### config.mk
export PLATFORM = sky130hd
export DESIGN_NAME = read_pointer_fwft
export DESIGN_NICKNAME = d
export VERILOG_FILES = /design/src/rtl/read_pointer_fwft.sv
export SDC_FILE = /design/constraint.sdc
export NUM_CORES = 1
export LEC_CHECK = 0
export CAP_MARGIN = 20
export CORE_UTILIZATION = 50
export DETAILED_ROUTE_END_ITERATION = 7
export GPL_ROUTABILITY_DRIVEN = 1
export HOLD_SLACK_MARGIN = 0.05
export MAX_ROUTING_LAYER = met4
export PLACE_DENSITY = 0.84
export SYNTH_ARGS = -nofsm -noshare
export SYNTH_HDL_FRONTEND = slang
export SYNTH_SLANG_ARGS = --single-unit
### constraint.sdc
create_clock -name clk -period 6.9 [get_ports clk]
set_input_delay 1.38 -clock clk [delete_from_list [all_inputs] [get_ports clk]]
set_output_delay 1.38 -clock clk [all_outputs]
set_load 0.02 [all_outputs]
### src/rtl/read_pointer_fwft.sv
// Read-domain pointer, empty/level flags and one-entry FWFT output register
// for the async FIFO read side.
module read_pointer_fwft #(
  parameter int unsigned ADDR_WIDTH = 6,
  parameter int unsigned DATA_WIDTH = 8,
  parameter int unsigned AE_THRESH  = 2
) (
  input  logic                  clk,
  input  logic                  rst_n,
  input  logic [ADDR_WIDTH:0]   rq2_wptr,
  input  logic [DATA_WIDTH-1:0] rdata_mem,
  output logic [ADDR_WIDTH-1:0] raddr,
  output logic [ADDR_WIDTH:0]   rptr,
  output logic                  empty,
  output logic [DATA_WIDTH-1:0] dout,
  output logic                  dout_valid,
  input  logic                  dout_ready,
  output logic [ADDR_WIDTH:0]   rlevel,
  output logic                  almost_empty
);

  localparam int unsigned PTR_WIDTH = ADDR_WIDTH + 1;

  logic [PTR_WIDTH-1:0] rbin;
  logic [PTR_WIDTH-1:0] rbin_next_c;
  logic [PTR_WIDTH-1:0] rgray_next_c;
  logic [PTR_WIDTH-1:0] wbin_c;
  logic [PTR_WIDTH-1:0] level_next_c;
  logic                 mem_rd_c;

  // Pop from RAM only when it holds data and the output slot is free or draining.
  assign mem_rd_c     = ~empty & (~dout_valid | dout_ready);
  assign rbin_next_c  = rbin + PTR_WIDTH'(mem_rd_c);
  assign rgray_next_c = (rbin_next_c >> 1) ^ rbin_next_c;
  assign raddr        = rbin[ADDR_WIDTH-1:0];
  assign level_next_c = wbin_c - rbin_next_c;

  // Gray-to-binary of the synchronized write pointer.
  always_comb begin
    wbin_c = '0;
    for (int i = 0; i < int'(PTR_WIDTH); i++) begin
      wbin_c[i] = ^(rq2_wptr >> i);
    end
  end

  // Read pointer (binary and Gray) and empty flag update together.
  always_ff @(posedge clk or negedge rst_n) begin
    if (!rst_n) begin
      rbin  <= '0;
      rptr  <= '0;
      empty <= 1'b1;
    end else begin
      rbin  <= rbin_next_c;
      rptr  <= rgray_next_c;
      empty <= (rgray_next_c == rq2_wptr);
    end
  end

  // Fill level and almost-empty flag, both from the post-pop pointer.
  always_ff @(posedge clk or negedge rst_n) begin
    if (!rst_n) begin
      rlevel       <= '0;
      almost_empty <= 1'b1;
    end else begin
      rlevel       <= level_next_c;
      almost_empty <= (level_next_c <= PTR_WIDTH'(AE_THRESH));
    end
  end

  // FWFT output register: load on pop, drop valid when consumed, else hold.
  always_ff @(posedge clk or negedge rst_n) begin
    if (!rst_n) begin
      dout       <= '0;
      dout_valid <= 1'b0;
    end else if (mem_rd_c) begin
      dout       <= rdata_mem;
      dout_valid <= 1'b1;
    end else if (dout_ready) begin
      dout_valid <= 1'b0;
    end
  end

endmodule

==> results of run 1 <==
cell usage after synthesis, types with 2 or more instances:
master and n:
a211o_1 2, a21o_1 2, a21oi_1 4, and3_1 2, dfrtp_1 29, dfstp_2 2
ha_1 7, inv_1 12, mux2_2 8, nand2_1 7, nand3_1 4, nand4_1 2
nor2_1 3, o21ai_0 2, or3_1 2, xnor2_1 19, xnor3_1 2, xor2_1 13
per-stage QoR:
stage          power, mW  worst slack [ns]  utilization
2_1_floorplan      0.778              2.32            -
3_3_place_gp       0.995              1.62        0.709
3_5_place_dp        1.03              1.41        0.709
4_1_cts             1.17              1.75        0.737
5_1_grt             1.25              1.61        0.737
6_report            1.17              1.76        0.737
layer usage:
metal / GRT usage / vias to the layer above
li1: - / 581
met1: 0.253 / 580
met2: 0.396 / 43
met3: 0.0502 / 5
met4: 0.0816 / 0
met5: - / -
worst max-delay path by stage:
stage / from / to / slack [ns] / cells past startpoint
after floorplan: rq2_wptr[6] / almost_empty$_DFF_PN1_ / 2.32 / 12
after global placement: rq2_wptr[6] / almost_empty$_DFF_PN1_ / 1.62 / 13
after detailed placement: rq2_wptr[6] / almost_empty$_DFF_PN1_ / 1.41 / 13
after CTS: rq2_wptr[6] / almost_empty$_DFF_PN1_ / 1.75 / 13
after global routing: rq2_wptr[6] / almost_empty$_DFF_PN1_ / 1.61 / 13
final: rq2_wptr[6] / almost_empty$_DFF_PN1_ / 1.76 / 13
cell type report:
cell class / instances / area [sq um]
Inverter: 13 / 48.8
Fill cell: 216 / 808
Multi-Input combinational cell: 93 / 813
Tap cell: 44 / 55.1
Clock buffer: 6 / 51.3
Clock inverter: 2 / 35.0
Timing Repair Buffer: 49 / 488
Sequential cell: 31 / 778
where the power goes:
| part | switching [mW] | internal, mW | leakage, nW |
|---|---|---|---|
| registers | 0.0404 | 0.260 | 0.362 |
| clock network | 0.0620 | 0.0856 | 0.0482 |
| logic | 0.392 | 0.328 | 0.590 |
| total | 0.495 | 0.674 | 1.00 |
kinds of logic after synthesis:
group / synth area share
and+or+nand+nor: 0.101
AOI/OAI and AO/OA: 0.0664
muxes: 0.0549
DFF: 0.474
xor gates and xnor gates: 0.208
adders and majority gates: 0.0656
buffers and inverters: 0.0297
state kept, by name, indices dropped and copies added (netlist names):
register      flops
dout              8
rbin              7
rlevel            7
rptr              6
almost_empty      1
dout_valid        1
empty             1
critical path, stage by stage:
cell and delay (ns):
clkdlybuf4s50_1 0.54, xnor3_1 0.47, xor2_2 0.33, xor2_1 0.26, xor2_1 0.35, xor2_1 0.13
ha_1 0.25, fa_1 0.43, or4b_4 0.55, nand3_2 0.11, o2111a_1 0.20, nor3_2 0.06
nor4_2 0.29
==> results.sh, run 1 <==
export IMPL_dpl_cell_area_sq_mm=0.00218
export IMPL_cts_sinks=31
export IMPL_place_hpwl_um=2700
export IMPL_fin_nets=219
export IMPL_std_cell_rows=20
export IMPL_path_class="input port to flip-flop"
export IMPL_power_density_mw_per_mm2=515
export IMPL_final_antenna_net_count=0
export IMPL_synth_warnings=0
export IMPL_dr_wl_met2_um=1790
export IMPL_drc_errors=0
export IMPL_vdd_drop_max_mv=0.271
export IMPL_layout_commonest_cell="clkdlybuf4s50_1"
export IMPL_clk_path_buf_depth=2
export IMPL_syn_num_nets=163
export IMPL_cp_required_ns=7.14
export IMPL_synth_top_area_frac=0.442
export IMPL_place_inst=230
export IMPL_synth_edf_count=0
export IMPL_cts_max_level=2
export IMPL_worst_pin_slew_ns=0.902
export IMPL_wl_um=3440
export IMPL_yosys_area_top_type="dfrtp_1"
export IMPL_r2r_end="almost_empty$_DFF_PN1_"
export IMPL_clock_latency_ns=0.33
export IMPL_cts_hold_buffers=0
export IMPL_first_iter_violations=27
export IMPL_port_buffers=48
export IMPL_layout_drive_gt1_share=0.124
export IMPL_grt_ovfl_total=0
export IMPL_top_layer_used="met4"
export IMPL_synth_cells=137
export IMPL_cts_made_buffers=5
export IMPL_syn_area_sq_mm=0.00164
export IMPL_die_y_um=59.3
export IMPL_cts_resized_gates=0
export IMPL_endpoint_kind="flip-flop"
export IMPL_fin_hold_ws_ns=0.498
export IMPL_crit_arrival_ns=5.38
export IMPL_fin_skew_ns=0.0127
export IMPL_synthFlopType="dfrtp_1"
export IMPL_crit_path_start_kind="input port"
export IMPL_tns_ns=0
export IMPL_cp_max_fo=7
export IMPL_reg2reg_setup_slack_ns=3.03
export IMPL_drv_slew=0
export IMPL_slew_limit_headroom=0.399
export IMPL_met3_length_um=170
export IMPL_vias=1209
export IMPL_grt_usage=0.227
export IMPL_gp_congestion=0.882
export IMPL_synthToLayoutAreaGrowth_pct=38.4
export IMPL_wl_per_cell_um=14.5
export IMPL_yosysUniqueCellTypes=33
export IMPL_hold_class="flip-flop to flip-flop"
export IMPL_tritoncts="built"
export IMPL_fin_crit_sh=0.745
export IMPL_via_per_inst=5.08
export IMPL_whs_path_depth=1
export IMPL_rr_worst_depth=10
export IMPL_finalCriticalPeriod_ns=5.14
export IMPL_cts_clk_slew_worst_paths_ns=0.10
export IMPL_die_area_sq_mm=0.00351
export IMPL_cap_violations=0
export IMPL_syn_avg_cell_area_sq_um=12.0
export IMPL_start_util=0.533
export IMPL_stdcell_count=238
export IMPL_fp_dieW_um=59.3
export IMPL_setup_viol=0
export IMPL_min_to="dout_valid$_DFFE_PN0P_"
export IMPL_grt_pass1_wl_um=5520
export IMPL_cts_root_buf="clkbuf_4"
export IMPL_wl_met1_um=1430
export IMPL_layout_common_cells="clkdlybuf4s50_1 (48), dfrtp_1 (29), xnor2_1 (19)"
export IMPL_synthArstFlopShare=1.00
export IMPL_antenna_found_initial=0
export IMPL_outcome="finished clean"
export IMPL_post_cts_setup_buffers=0
export IMPL_ys_seq_elements=31
export IMPL_drt_first_pass_iters=4
export IMPL_rsz0062_at_grt="false"
export IMPL_ys_top_cells_by_area="dfrtp_1 (44%), xnor2_1 (10%), xor2_1 (6.9%)"
export IMPL_r2r_start="dout_valid$_DFFE_PN0P_"
export IMPL_fp_coreArea_sq_mm=0.00308
export IMPL_hp_start="empty$_DFF_PN1_"
export IMPL_fin_area_sq_mm=0.00227
export IMPL_antennaDiodeCount=0
export IMPL_grt_pass1_vias=1208
export IMPL_finalHoldViolations=0
export IMPL_synth_seq_area_share=0.474
export IMPL_grt_max_degree=32
export IMPL_p_leak_nw=1.00
export IMPL_pin_count=49
export IMPL_fmax_mhz=195
Note: power is estimated with default switching activity, not from simulation.
==> inputs of run 2 (changes only) <==
- CORE_UTILIZATION: 50 -> 47
- PLACE_DENSITY: 0.84 -> 0.8
- clock period: 6.9 -> 5.3 ns (I/O delays scaled with it)
==> results.sh, run 2 (synthesized netlist as in run 1, its figures left out) <==
export IMPL_die_y_um=61.1
export IMPL_wl_per_cell_um=13.7
export IMPL_grt_max_degree=32
export IMPL_antenna_found_initial=0
export IMPL_power_switching_share=0.432
export IMPL_gp_congestion=0.929
export IMPL_cts_made_buffers=5
export IMPL_p_sw_uw=633
export IMPL_grt_pass1_wl_um=5200
export IMPL_cp_max_fo=7
export IMPL_path_class="input port to flip-flop"
export IMPL_pin_count=49
export IMPL_path_cells="clkdlybuf4s50_1 > xnor3_1 > xor2_2 > xor2_1 > xor2_1 > xor2_1 > ha_1 > fa_1 > or4b_4 > nand3_2 > o2111a_1 > nor3_2 > nor4_2"
export IMPL_p_leak_nw=0.992
export IMPL_cts_hold_buffers=0
export IMPL_power_density_mw_per_mm2=650
export IMPL_place_hpwl_um=2560
export IMPL_fp_dieW_um=61.1
export IMPL_nFillCells=266
export IMPL_pwr_share_comb=0.634
export IMPL_tritoncts="built"
export IMPL_cts_max_level=2
export IMPL_reg_top3="dout (8), rbin (7), rlevel (7)"
export IMPL_fin_crit_sh=0.903
export IMPL_p_clk_frac=0.099
export IMPL_vias=1219
export IMPL_grt_pass1_vias=1162
export IMPL_final_antenna_net_count=0
export IMPL_endpoint_kind="flip-flop"
export IMPL_post_cts_setup_buffers=0
export IMPL_std_cell_rows=21
export IMPL_cts_resized_gates=0
export IMPL_layout_drive_gt1_share=0.123
export IMPL_setup_viol=0
export IMPL_drc_errors=0
export IMPL_drt_first_pass_iters=4
export IMPL_crit_path_start_kind="input port"
export IMPL_slew_limit_headroom=0.608
export IMPL_rsz0062_at_grt="false"
export IMPL_finalCriticalPeriod_ns=4.78
export IMPL_cts_root_buf="clkbuf_4"
export IMPL_fp_coreArea_sq_mm=0.00334
export IMPL_seqPwrFrac=0.267
export IMPL_cpMaxStageDelayCell="or4b_4"
export IMPL_drv_slew=0
export IMPL_cp_required_ns=5.56
export IMPL_finalHoldViolations=0
export IMPL_die_area_sq_mm=0.00373
export IMPL_fin_util=0.675
export IMPL_vdd_drop_max_mv=0.358
export IMPL_reg2reg_setup_slack_ns=2.16
export IMPL_antennaDiodeCount=0
export IMPL_clock_latency_ns=0.33
export IMPL_clk_path_buf_depth=2
export IMPL_layout_common_cells="clkdlybuf4s50_1 (48), dfrtp_1 (29), xnor2_1 (19)"
export IMPL_layout_commonest_cell="clkdlybuf4s50_1"
export IMPL_fin_nets=220
export IMPL_p_int_uw=833
export IMPL_cts_clk_slew_worst_paths_ns=0.10
export IMPL_outcome="finished clean"
export IMPL_fmax_mhz=209
export IMPL_fin_skew_ns=0.0134
export IMPL_largest_register="dout"
export IMPL_hold_class="flip-flop to flip-flop"
export IMPL_cpMostUsedCell="xor2_1"
export IMPL_synthToLayoutAreaGrowth_pct=37.4
export IMPL_wl_um=3300
export IMPL_cap_violations=0
export IMPL_crit_arrival_ns=5.04
export IMPL_worst_pin_slew_ns=0.586
export IMPL_port_buffers=48
export IMPL_grt_ovfl_total=0
export IMPL_cts_sinks=31
export IMPL_largest_register_ffs=8
export IMPL_critical_path_max_stage_delay_ns=0.56
export IMPL_grt_usage=0.202
export IMPL_first_iter_violations=40
export IMPL_start_util=0.492
export IMPL_tns_ns=0
export IMPL_via_per_inst=5.06
## run 2: cell count changes in the layout (fill, tap and decap cells not counted), sizes merged
cell / change
bufinv: -1
clkbuf: +1
buf: +1
## run 2: area by class of cell
type                            instances  area (sq um)  area share
Timing Repair Buffer                   50           495       0.220
Clock buffer                            7          55.1      0.0244
Clock inverter                          1          5.00     0.00222
Tap cell                               46          57.6      0.0255
Inverter                               13          48.8      0.0217
Sequential cell                        31           778       0.345
Multi-Input combinational cell         93           813       0.361
## run 2: metal layers
| layer | track usage | routed length, um |
|---|---|---|
| met4 | 0.104 | 57 |
| met2 | 0.323 | 1660 |
| met3 | 0.0546 | 276 |
| met1 | 0.233 | 1300 |
| met5 | - | 0 |
## run 2: power by group through the flow
stage / Sequential [mW] / Combinational [mW] / Clock, mW
after detailed placement: 0.398 / 0.932 / 0
final: 0.392 / 0.930 / 0.144
after global placement: 0.393 / 0.911 / 0
after floorplan: 0.504 / 0.509 / 0
after global routing: 0.402 / 1.01 / 0.160
after CTS: 0.393 / 0.938 / 0.151
## run 2: critical path, delay by kind of cell
kind | cells | cell delay, ns
buffers and inverters | 1 | 0.54
AO/OA/AOI/OAI | 1 | 0.20
adder cells (fa/ha/maj) | 2 | 0.67
XOR/XNOR | 5 | 1.56
AND/OR/NAND/NOR | 4 | 1.00
## run 2: stage by stage
step	setup WS [ns]	hold slack, ns	cell area (sq um)	power [mW]	instances
CTS	0.522	0.499	2250	1.48	241
global placement	0.343	0.455	2190	1.30	233
floorplan	1.04	0.493	1640	1.01	137
global route	0.238	0.500	2250	1.57	241
detailed placement	0.177	0.476	2190	1.33	233
finish	0.516	0.497	2250	1.47	241
## run 2: final timing paths
path / start / end / cells past startpoint
min in group asynchronous: rst_n / rlevel[5]$_DFF_PN0_ / 2
max in group asynchronous: rst_n / empty$_DFF_PN1_ / 2
setup / recovery: rq2_wptr[6] / almost_empty$_DFF_PN1_ / 13
setup reg to reg: dout_valid$_DFFE_PN0P_ / almost_empty$_DFF_PN1_ / 10
hold / removal: empty$_DFF_PN1_ / dout_valid$_DFFE_PN0P_ / 1
hold reg to reg: empty$_DFF_PN1_ / dout_valid$_DFFE_PN0P_ / 1
